<file path="src/rtl/eer_pkg.sv">
// Shared definitions for the EER-RL RX packet parser: packet type codes,
// per-type word counts (with and without trailing checksum word), the
// parser FSM state type, and the "no route yet" hop count.
package eer_pkg;

  localparam logic [3:0]  TYPE_HB      = 4'h1;
  localparam logic [3:0]  TYPE_CHA     = 4'h2;

  // Total words per packet, header included
  localparam int          HB_WORDS     = 4;
  localparam int          CHA_WORDS    = 3;
  localparam int          HB_WORDS_CS  = 5;
  localparam int          CHA_WORDS_CS = 4;

  localparam logic [15:0] HOPS_INF     = 16'hFFFF;

  typedef enum logic [1:0] {
    ST_IDLE,
    ST_FIELDS,
    ST_COMMIT,
    ST_DROP
  } state_e;

endpackage

</file>
<file path="src/rtl/eer_sat_counter.sv">
// Saturating up-counter: counts inc_i pulses, holds at all-ones.
module eer_sat_counter #(
  parameter int W = 8
) (
  input  logic         clk,
  input  logic         nrst,
  input  logic         inc_i,
  output logic [W-1:0] cnt_o
);

  logic [W-1:0] cnt_q, cnt_d;

  // Next count: step by one unless already saturated
  always_comb begin
    cnt_d = cnt_q;
    if (inc_i && (cnt_q != '1)) cnt_d = cnt_q + W'(1);
  end

  // Count register
  always_ff @(posedge clk or negedge nrst) begin
    if (!nrst) cnt_q <= '0;
    else       cnt_q <= cnt_d;
  end

  assign cnt_o = cnt_q;

endmodule

</file>
<file path="src/rtl/eer_rx_pkt_parser.sv">
// EER-RL RX packet parser: consumes the 16-bit RX word stream, parses
// heartbeat (HB) and cluster-head announcement (CHA) packets, registers
// the fields used by myNodeInfo and strobes en_MNI once per committed
// packet. Malformed / unknown packets are counted in drop_cnt.
// Optional build macro: RX_CHECKSUM_EN adds a trailing XOR checksum word.
module eer_rx_pkt_parser #(
  parameter int         DATA_W     = 16,
  parameter logic [3:0] TYPE_HB    = eer_pkg::TYPE_HB,
  parameter logic [3:0] TYPE_CHA   = eer_pkg::TYPE_CHA,
  parameter int         DROP_CNT_W = 8
) (
  input  logic                  clk,
  input  logic                  nrst,
  input  logic                  rx_valid,
  output logic                  rx_ready,
  input  logic [DATA_W-1:0]     rx_data,
  input  logic                  rx_sop,
  input  logic                  rx_eop,
  output logic [DATA_W-1:0]     e_max,
  output logic [DATA_W-1:0]     e_min,
  output logic [DATA_W-1:0]     hops,
  output logic [DATA_W-1:0]     ch_ID,
  output logic [DATA_W-1:0]     timeslot,
  output logic                  en_MNI,
  output logic [DROP_CNT_W-1:0] drop_cnt
);

  import eer_pkg::*;

  // Payload index of the final word of each packet type
`ifdef RX_CHECKSUM_EN
  localparam logic [1:0] HB_LAST  = 2'(HB_WORDS_CS - 2);
  localparam logic [1:0] CHA_LAST = 2'(CHA_WORDS_CS - 2);
`else
  localparam logic [1:0] HB_LAST  = 2'(HB_WORDS - 2);
  localparam logic [1:0] CHA_LAST = 2'(CHA_WORDS - 2);
`endif

  state_e            state_q, state_d;
  logic [1:0]        idx_q, idx_d, last_q, last_d;
  logic              is_hb_q, is_hb_d;
  logic [DATA_W-1:0] sh0_q, sh0_d, sh1_q, sh1_d, sh2_q, sh2_d;
  logic [DATA_W-1:0] e_max_q, e_max_d, e_min_q, e_min_d, hops_q, hops_d;
  logic [DATA_W-1:0] ch_q, ch_d, ts_q, ts_d;
  logic [DATA_W-1:0] fld0, fld1, fld2, hops_inc;
  logic [3:0]        hdr_type;
  logic              hs, hdr_hb, hdr_known, drop_inc, commit;
`ifdef RX_CHECKSUM_EN
  logic [DATA_W-1:0] csum_q, csum_d;
`endif

  assign rx_ready  = (state_q != ST_COMMIT);
  assign en_MNI    = (state_q == ST_COMMIT);
  assign hs        = rx_valid & rx_ready;
  assign hdr_type  = rx_data[DATA_W-1 -: 4];
  assign hdr_hb    = (hdr_type == TYPE_HB);
  assign hdr_known = hdr_hb | (hdr_type == TYPE_CHA);

  // Field view at commit time: the final word is still on rx_data
  assign fld0     = (idx_q == 2'd0) ? rx_data : sh0_q;
  assign fld1     = (idx_q == 2'd1) ? rx_data : sh1_q;
  assign fld2     = (idx_q == 2'd2) ? rx_data : sh2_q;
  assign hops_inc = (fld0 == '1) ? fld0 : fld0 + DATA_W'(1);

  // Packet FSM: header decode, field capture, length/checksum checks
  always_comb begin
    state_d  = state_q;
    idx_d    = idx_q;
    last_d   = last_q;
    is_hb_d  = is_hb_q;
    sh0_d    = sh0_q;
    sh1_d    = sh1_q;
    sh2_d    = sh2_q;
    drop_inc = 1'b0;
    commit   = 1'b0;
`ifdef RX_CHECKSUM_EN
    csum_d   = csum_q;
`endif
    if (state_q == ST_COMMIT) begin
      state_d = ST_IDLE;
    end else if (hs && rx_sop) begin
      // New header; a packet still in FIELDS is aborted and counted
      if (state_q == ST_FIELDS) drop_inc = 1'b1;
      idx_d   = 2'd0;
      is_hb_d = hdr_hb;
      last_d  = hdr_hb ? HB_LAST : CHA_LAST;
`ifdef RX_CHECKSUM_EN
      csum_d  = rx_data;
`endif
      if (!hdr_known || rx_eop) begin
        state_d  = (hdr_known || rx_eop) ? ST_IDLE : ST_DROP;
        drop_inc = 1'b1;
      end else begin
        state_d  = ST_FIELDS;
      end
    end else if (hs && state_q == ST_DROP) begin
      if (rx_eop) state_d = ST_IDLE;
    end else if (hs && state_q == ST_FIELDS) begin
      case (idx_q)
        2'd0:    sh0_d = rx_data;
        2'd1:    sh1_d = rx_data;
        2'd2:    sh2_d = rx_data;
        default: ;
      endcase
`ifdef RX_CHECKSUM_EN
      csum_d = csum_q ^ rx_data;
`endif
      if (idx_q == last_q) begin
        if (!rx_eop) begin
          state_d  = ST_DROP;
          drop_inc = 1'b1;
        end
`ifdef RX_CHECKSUM_EN
        else if (rx_data != csum_q) begin
          state_d  = ST_IDLE;
          drop_inc = 1'b1;
        end
`endif
        else begin
          state_d = ST_COMMIT;
          commit  = 1'b1;
        end
      end else if (rx_eop) begin
        state_d  = ST_IDLE;
        drop_inc = 1'b1;
      end else begin
        idx_d = idx_q + 2'd1;
      end
    end
  end

  // Output field updates on the edge entering COMMIT
  always_comb begin
    e_max_d = e_max_q;
    e_min_d = e_min_q;
    hops_d  = hops_q;
    ch_d    = ch_q;
    ts_d    = ts_q;
    if (commit) begin
      if (is_hb_q) begin
        e_max_d = fld1;
        e_min_d = fld2;
        if (hops_inc < hops_q) hops_d = hops_inc;
      end else begin
        ch_d = fld0;
        ts_d = fld1;
      end
    end
  end

  // State, shadow and output registers
  always_ff @(posedge clk or negedge nrst) begin
    if (!nrst) begin
      state_q <= ST_IDLE;
      idx_q   <= '0;
      last_q  <= '0;
      is_hb_q <= 1'b0;
      sh0_q   <= '0;
      sh1_q   <= '0;
      sh2_q   <= '0;
      e_max_q <= '0;
      e_min_q <= '0;
      hops_q  <= '1;
      ch_q    <= '0;
      ts_q    <= '0;
    end else begin
      state_q <= state_d;
      idx_q   <= idx_d;
      last_q  <= last_d;
      is_hb_q <= is_hb_d;
      sh0_q   <= sh0_d;
      sh1_q   <= sh1_d;
      sh2_q   <= sh2_d;
      e_max_q <= e_max_d;
      e_min_q <= e_min_d;
      hops_q  <= hops_d;
      ch_q    <= ch_d;
      ts_q    <= ts_d;
    end
  end

`ifdef RX_CHECKSUM_EN
  // Running XOR of header and payload words
  always_ff @(posedge clk or negedge nrst) begin
    if (!nrst) csum_q <= '0;
    else       csum_q <= csum_d;
  end
`endif

  assign e_max    = e_max_q;
  assign e_min    = e_min_q;
  assign hops     = hops_q;
  assign ch_ID    = ch_q;
  assign timeslot = ts_q;

  eer_sat_counter #(.W(DROP_CNT_W)) u_drop_cnt (
    .clk   (clk),
    .nrst  (nrst),
    .inc_i (drop_inc),
    .cnt_o (drop_cnt)
  );

endmodule

</file>
<file path="config.mk">
export PLATFORM = sky130hd
export DESIGN_NAME = eer_rx_pkt_parser
export DESIGN_NICKNAME = d
export VERILOG_FILES = /design/src/rtl/eer_pkg.sv /design/src/rtl/eer_sat_counter.sv /design/src/rtl/eer_rx_pkt_parser.sv
export SDC_FILE = /design/constraint.sdc
export NUM_CORES = 1
export LEC_CHECK = 0
export CAP_MARGIN = 10
export CORE_UTILIZATION = 40
export DETAILED_ROUTE_END_ITERATION = 16
export PLACE_DENSITY_LB_ADDON = 0.3
export SLEW_MARGIN = 5
export SYNTH_ARGS = -nofsm -noshare
export SYNTH_HDL_FRONTEND = slang
export SYNTH_SLANG_ARGS = --single-unit
</file>
<file path="constraint.sdc">
create_clock -name clk -period 5.38 [get_ports clk]
set_input_delay 0.538 -clock clk [delete_from_list [all_inputs] [get_ports clk]]
set_output_delay 0.538 -clock clk [all_outputs]
set_load 0.02 [all_outputs]
</file>
-- Word-level counts from Yosys, hierarchy flattened
Index checks and enable logic that the tools add are counted.
- reductions and logical operators: 16
- $mul: 0
- magnitude comparators: 1
- equal/unequal tests: 14
- bitwise logic cells: 6
- divide/modulo/power cells: 0
- shift-type cells: 0
- multiplexer cells: 33
- $add $sub $neg: 3
- operators by type and width (kind ; count):
    $mux 16 ; 4
    $mux 2 ; 14
    $add 16x1->16 const B ; 1
    $eq 16x16->1 const B ; 1
    $lt 16x16->1 ; 1
    $mux 1 ; 15
    $add 8x1->8 const B ; 1
    $ne 8x8->1 const B ; 1
    $eq 2x2->1 const B ; 3
    $ne 2x2->1 const B ; 3
    $reduce_and 2->1 ; 3
    $reduce_and 5->1 ; 1
    $eq 2x1->1 const B ; 2
    $eq 4x1->1 const B ; 1
    $eq 4x2->1 const B ; 1
    $logic_and 1x1->1 ; 4
    $not 1->1 ; 4
    $reduce_and 4->1 ; 1
    $reduce_bool 4->1 ; 1
    $reduce_and 3->1 ; 1
    $add 2x1->2 const B ; 1
    $eq 2x2->1 ; 1
    $logic_not 2->1 ; 1
    $logic_or 1x1->1 ; 2
    5 further kinds ; 5
- bits in registers: 143
- logic and storage cells: 86
- memory bits (writable): 0
- memory bits (read-only): 0
- memories kept: 0
- latch bits: 0

-- Logic depth before layout (Yosys ltp)
- word-level depth: 8
- depth in mapped cells: 22
- depth with buffers taken out: 17

-- By module
From an unflattened synthesis, not the netlist that was laid out.
- cell total of the unflattened synthesis: 617
- area total of the unflattened synthesis: 6872.8 um^2
- by module, submodules not included (module ; cells an instance ; times used ; area each (um^2) ; sequential area each (um^2)):
    eer_rx_pkt_parser ; 583 ; 1 ; 6468.7 ; 3373.2
    eer_sat_counter ; 34 ; 1 ; 404.1 ; 200.2

-- Least setup slack after synthesis
No wires, ideal clock.
- path type: register to register
- start point: reg idx_q[0]
- end point: reg hops_q[13], in the netlist hops[13]
- cell stages (with the launch flop): 22
- setup slack: 0.400 ns
- data arrival time: 4.898 ns
- path through: dfrtp_1 inv_1 ha_1 buf_4 buf_4 buf_2 clkbuf_1 mux2i_1 inv_1 ha_1 nand4_1 a221oi_2 a21boi_0 nand2_1 xor2_1 ha_1 a211oi_1 nor2_1 or4b_4 o31ai_4 buf_6 mux2_4
- elaborated cells between the ends (all ways): 13
- classes of those cells: 1 x add/sub; 1 x order compare; 2 x eq/ne; 7 x mux; 2 x reduce/logical
- RTL lines (element ; RTL line ; source):
    from (decl) ; eer_rx_pkt_parser.sv:40 ; logic [1:0] idx_q, idx_d, last_q, last_d;
    from (signal assigned) ; eer_rx_pkt_parser.sv:168 ; idx_q <= idx_d;
    $logic_not 2->1 * ; eer_rx_pkt_parser.sv:60 ; assign fld0 = (idx_q == 2'd0) ? rx_data : sh0_q;
    $mux 16 * ; - ;
    net fld0[1] ; eer_rx_pkt_parser.sv:45 ; logic [DATA_W-1:0] fld0, fld1, fld2, hops_inc;
    $add 16x1->16 / $eq 16x16->1 (equally long branches) ; eer_rx_pkt_parser.sv:63 ; assign hops_inc = (fld0 == '1) ? fld0 : fld0 + DATA_W'(1);
    $mux 16 * ; eer_rx_pkt_parser.sv:63 ;
    net hops_inc[12] ; eer_rx_pkt_parser.sv:45 ;
    $lt 16x16->1 * ; eer_rx_pkt_parser.sv:143 ; if (hops_inc < hops_q) hops_d = hops_inc;
    $reduce_and 3->1 (no line) * ; - ;
    to (signal assigned) ; eer_rx_pkt_parser.sv:176 ; hops_q <= hops_d;
    to (decl) ; eer_rx_pkt_parser.sv:43 ; logic [DATA_W-1:0] e_max_q, e_max_d, e_min_q, e_min_d, hops_q, hops_d;
Mark *: on every way through the listed nets, which the timed path passes. The rest lies on a longest branch.
A chain may end at the register's enable or synchronous reset.

-- Final worst setup path
- start point: reg idx_q[0]
- end point: reg hops_q[4], in the netlist hops[4]
- elaborated cells between the ends (all ways): 13
- classes of those cells: 1 x add/sub; 1 x order compare; 2 x eq/ne; 7 x mux; 2 x reduce/logical
- RTL lines (element ; RTL line):
    $logic_not 2->1 * ; eer_rx_pkt_parser.sv:60
    $mux 16 * ; -
    $add 16x1->16 / $eq 16x16->1 (equally long branches) ; eer_rx_pkt_parser.sv:63
    $mux 16 * ; eer_rx_pkt_parser.sv:63
    net hops_inc[3] ; eer_rx_pkt_parser.sv:45
    $lt 16x16->1 * ; eer_rx_pkt_parser.sv:143
    $reduce_and 3->1 (no line) * ; -
Marked as above.

==> qor.yml <==
r2r_setup_slack_ps: 440
drt-initial-drc-count: 256
postSynthNetCount: 661
nNetsFinal: 779
final-hold-violation-count: 0
layout_worst_path_cycle_share_pct: 91.91
timing.rr.end: "hops[4]$_DFFE_PN1P_"
max-slew-margin-rel_pct: 24.75
antenna_violations_before_repair: 0
clkLatencyLatePin_ps: 420
cts_root_buf: "sky130_fd_sc_hd__clkbuf_16"
placedCellCount: 935
power.density_nw_per_um2: 467.9
number_of_global_route_vias_before_repair: 4958
grt_pass1_wl_um: 26110
synth-seq-area-share_pct: 52.68
slew_violations: 0
synth_area_um2: 6783
total_power_mw: 4.072
synth-edff-count: 0
synthAdderAreaFrac_pct: 3.874
die_height_um: 132.2
switching_share_pct: 35.58
worst-endpoint-arrival_ps: 5280
cts_post_setup_buffers_inserted: 0
post_cts_hold_buffer_count: 0
finalWirelength_um: 16440
floorplan_die_area_um2: 17480
yosys-mux-area-fraction_pct: 16.42
drt-wirelength-per-cell_um: 16.95
gpl.final_weighted_congestion: 0.8720
floorplan.rows: 47
synth-main-ff-cell: "sky130_fd_sc_hd__dfrtp_1"
antenna_cells: 0
design_area_um2: 8703
worst_setup_path_start_kind: "register"
drive_gt1_share_pct: 17.07
detailedRoute.firstPassIterationCount: 4
gr-usage-all-layers_pct: 19.47
max_cap_violations: 0
timing.critical_path.to_type: "register"
yosys.area_share.xor_xnor_pct: 3.210
core_area_um2: 16580
grt_start_max_net_pins: 92
place_worst_setup_slack_ps: 156.3
gr-total-overflow: 0
synth-async-reset-ratio_pct: 100.0
finalNonFillerCells: 970
run_status: "finished clean"
clockBufferDepth: 2
leakage_nw: 3.796
clock_period_minus_worst_slack_ps: 4944
dpl.hpwl_um: 11710
tritoncts_clock_tree: "yes"
power_frac_clock_pct: 25.6
cp_max_fo: 32
power.switching_mw: 1.449
setup_viol_count_final: 0
cts.repair.resized: 0
worst_slack_ps: 435.5
route.detailed.vias_per_inst: 5.187
flip_flop_and_latch_count_after_synthesis: 142
timing.reg2reg.worst_path_depth: 16
ys_warn_count: 0
area.growth.synth_to_final_pct: 28.32
synth-compound-area-share_pct: 8.873
chipWidth_um: 132.2
timing.rr.start: "idx_q[0]$_DFFE_PN0P_"
share_seq_of_total_power_pct: 38.4
hp-class: "primary input to asynchronous set/reset pin"
detail-route-antenna-nets: 0
hold_slack_ps: 182.7
achievable-frequency_ghz: 0.2022
place_area_um2: 8154
netlist_instances: 619
htree_num_levels: 4
clock-sinks: 142
totalNegativeSetupSlack_ps: 0
power_report.internal_total_mw: 2.623
peakVddDrop_v: 0.0002607
port_buffers: 110
yosys.area_share.simple_pct: 11.66
criticalPathCategory: "register to register"
pin_slew_with_the_least_headroom_to_its_limit_ps: 1129
drc_errors: 0
synth.avg_cell_area_um2: 10.96
num_vias: 5031
cts_made_buffers: 17
synth_cell_type_count: 44
io_pins: 111
p_comb_share_pct: 36.0
synth_top_family_by_area: "multiplexers"
floorplan.initialDensity_pct: 40.90
setup_repair_after_global_routing_missed_its_margin: "no"
post-route-util_pct: 52.48
skew_ps: 11.80
timing.critical_path.required_ps: 5720
clk_transition_reported_paths_ps: 60
routing by layer:
layer | wire, µm | GRT usage (%) | vias to the layer above
li1 | - | - | 2397
met1 | 7630 | 25.61 | 2487
met2 | 7685 | 31.19 | 126
met3 | 772 | 4.652 | 21
met4 | 348 | 7.471 | 0
met5 | 0 | 0 | -
state kept, by name (all words and copies together) (netlist names):
signal / flops
u_drop_cnt.cnt_o: 8
hops: 16
timeslot: 16
sh0_q: 16
idx_q: 2
sh1_q: 16
state_q: 2
e_max: 16
last_q: 2
sh2_q: 16
ch_ID: 16
e_min: 16
worst max path at each step:
stage | start | to | slack [ps] | depth (start not counted)
after floorplan | idx_q[0]$_DFFE_PN0P_ | hops[13]$_DFFE_PN1P_ | 400 | 21
after global placement | rx_data[0] | hops[8]$_DFFE_PN1P_ | 310 | 15
after detailed placement | rx_data[0] | hops[12]$_DFFE_PN1P_ | 160 | 15
after CTS | idx_q[0]$_DFFE_PN0P_ | hops[11]$_DFFE_PN1P_ | 320 | 14
after global routing | idx_q[0]$_DFFE_PN0P_ | hops[6]$_DFFE_PN1P_ | 60 | 16
final | idx_q[0]$_DFFE_PN0P_ | hops[4]$_DFFE_PN1P_ | 440 | 16
layout make-up:
type	instances	area, µm²
inverter	25	93.84
multi-input combinational	422	2989
fill	1456	7880
clock buffer	18	429.2
clock inverter	14	97.59
sequential	142	3573
timing repair buffer	129	1245
tap	220	275.3
Yosys cell counts (13+ instances only):
| cell type | n | share of area, % |
|---|---|---|
| sky130_fd_sc_hd__a21oi_1 | 83 | 6.1 |
| sky130_fd_sc_hd__clkbuf_1 | 19 | 1.1 |
| sky130_fd_sc_hd__dfrtp_1 | 126 | 46 |
| sky130_fd_sc_hd__dfstp_2 | 16 | 6.2 |
| sky130_fd_sc_hd__ha_1 | 21 | 3.9 |
| sky130_fd_sc_hd__inv_1 | 25 | 1.4 |
| sky130_fd_sc_hd__mux2_2 | 42 | 7.0 |
| sky130_fd_sc_hd__mux2i_1 | 49 | 7.2 |
| sky130_fd_sc_hd__nand2_1 | 28 | 1.5 |
| sky130_fd_sc_hd__nand4_1 | 13 | 1.2 |
| sky130_fd_sc_hd__nor2_1 | 88 | 4.9 |
power by group through the flow:
| stage | Sequential [mW] | Combinational (mW) | Clock [mW] |
|---|---|---|---|
| after CTS | 1.56 | 1.48 | 1.06 |
| after global routing | 1.60 | 1.60 | 1.11 |
| after detailed placement | 1.58 | 1.47 | 0 |
| after floorplan | 1.72 | 0.718 | 0 |
| after global placement | 1.56 | 1.44 | 0 |
| final | 1.56 | 1.47 | 1.04 |
layout by cell type (no fill, tap or decap), types with 2 or more instances in the layout:
cell type and n:
sky130_fd_sc_hd__nor3_1 4, sky130_fd_sc_hd__dfstp_2 16, sky130_fd_sc_hd__mux2i_1 49, sky130_fd_sc_hd__ha_1 21, sky130_fd_sc_hd__o21ai_0 9, sky130_fd_sc_hd__xnor2_1 12, sky130_fd_sc_hd__nand4b_1 6, sky130_fd_sc_hd__inv_1 25
sky130_fd_sc_hd__dfrtp_1 126, sky130_fd_sc_hd__clkinvlp_4 8, sky130_fd_sc_hd__nand3_1 12, sky130_fd_sc_hd__nand2b_1 4, sky130_fd_sc_hd__mux2_4 10, sky130_fd_sc_hd__nand3b_1 2, sky130_fd_sc_hd__clkdlybuf4s50_1 109, sky130_fd_sc_hd__mux2_2 42
sky130_fd_sc_hd__a221oi_2 2, sky130_fd_sc_hd__clkinv_2 4, sky130_fd_sc_hd__a31oi_1 2, sky130_fd_sc_hd__a211oi_1 3, sky130_fd_sc_hd__xor2_1 11, sky130_fd_sc_hd__o31ai_1 2, sky130_fd_sc_hd__nand4_1 13, sky130_fd_sc_hd__nand2_1 28
sky130_fd_sc_hd__a21oi_1 83, sky130_fd_sc_hd__and3_1 2, sky130_fd_sc_hd__clkbuf_16 17, sky130_fd_sc_hd__buf_4 19, sky130_fd_sc_hd__nor2_1 88
critical path, stage by stage, from the launching register on:
cell and delay [ps]:
sky130_fd_sc_hd__dfrtp_1 410, sky130_fd_sc_hd__inv_1 120, sky130_fd_sc_hd__ha_1 320, sky130_fd_sc_hd__buf_4 400, sky130_fd_sc_hd__nand4_1 280, sky130_fd_sc_hd__a221oi_2 470, sky130_fd_sc_hd__nand3_2 300, sky130_fd_sc_hd__nand2_1 150
sky130_fd_sc_hd__xor2_1 290, sky130_fd_sc_hd__ha_1 310, sky130_fd_sc_hd__a211oi_1 460, sky130_fd_sc_hd__a221oi_1 150, sky130_fd_sc_hd__o31ai_1 360, sky130_fd_sc_hd__nand2b_1 180, sky130_fd_sc_hd__o31ai_4 100, sky130_fd_sc_hd__buf_4 240
sky130_fd_sc_hd__mux2_4 310
logic make-up (layout without fill, tap and decap cells):
logic type      after synthesis  after routing
simple gates                169            169
buf+inv                      55            186
flops                       142            142
compound gates              107            107
mux                         101            101
xor+xnor                     24             24
fa+ha+maj                    21             21
Note: power is estimated with default switching activity, not from simulation.
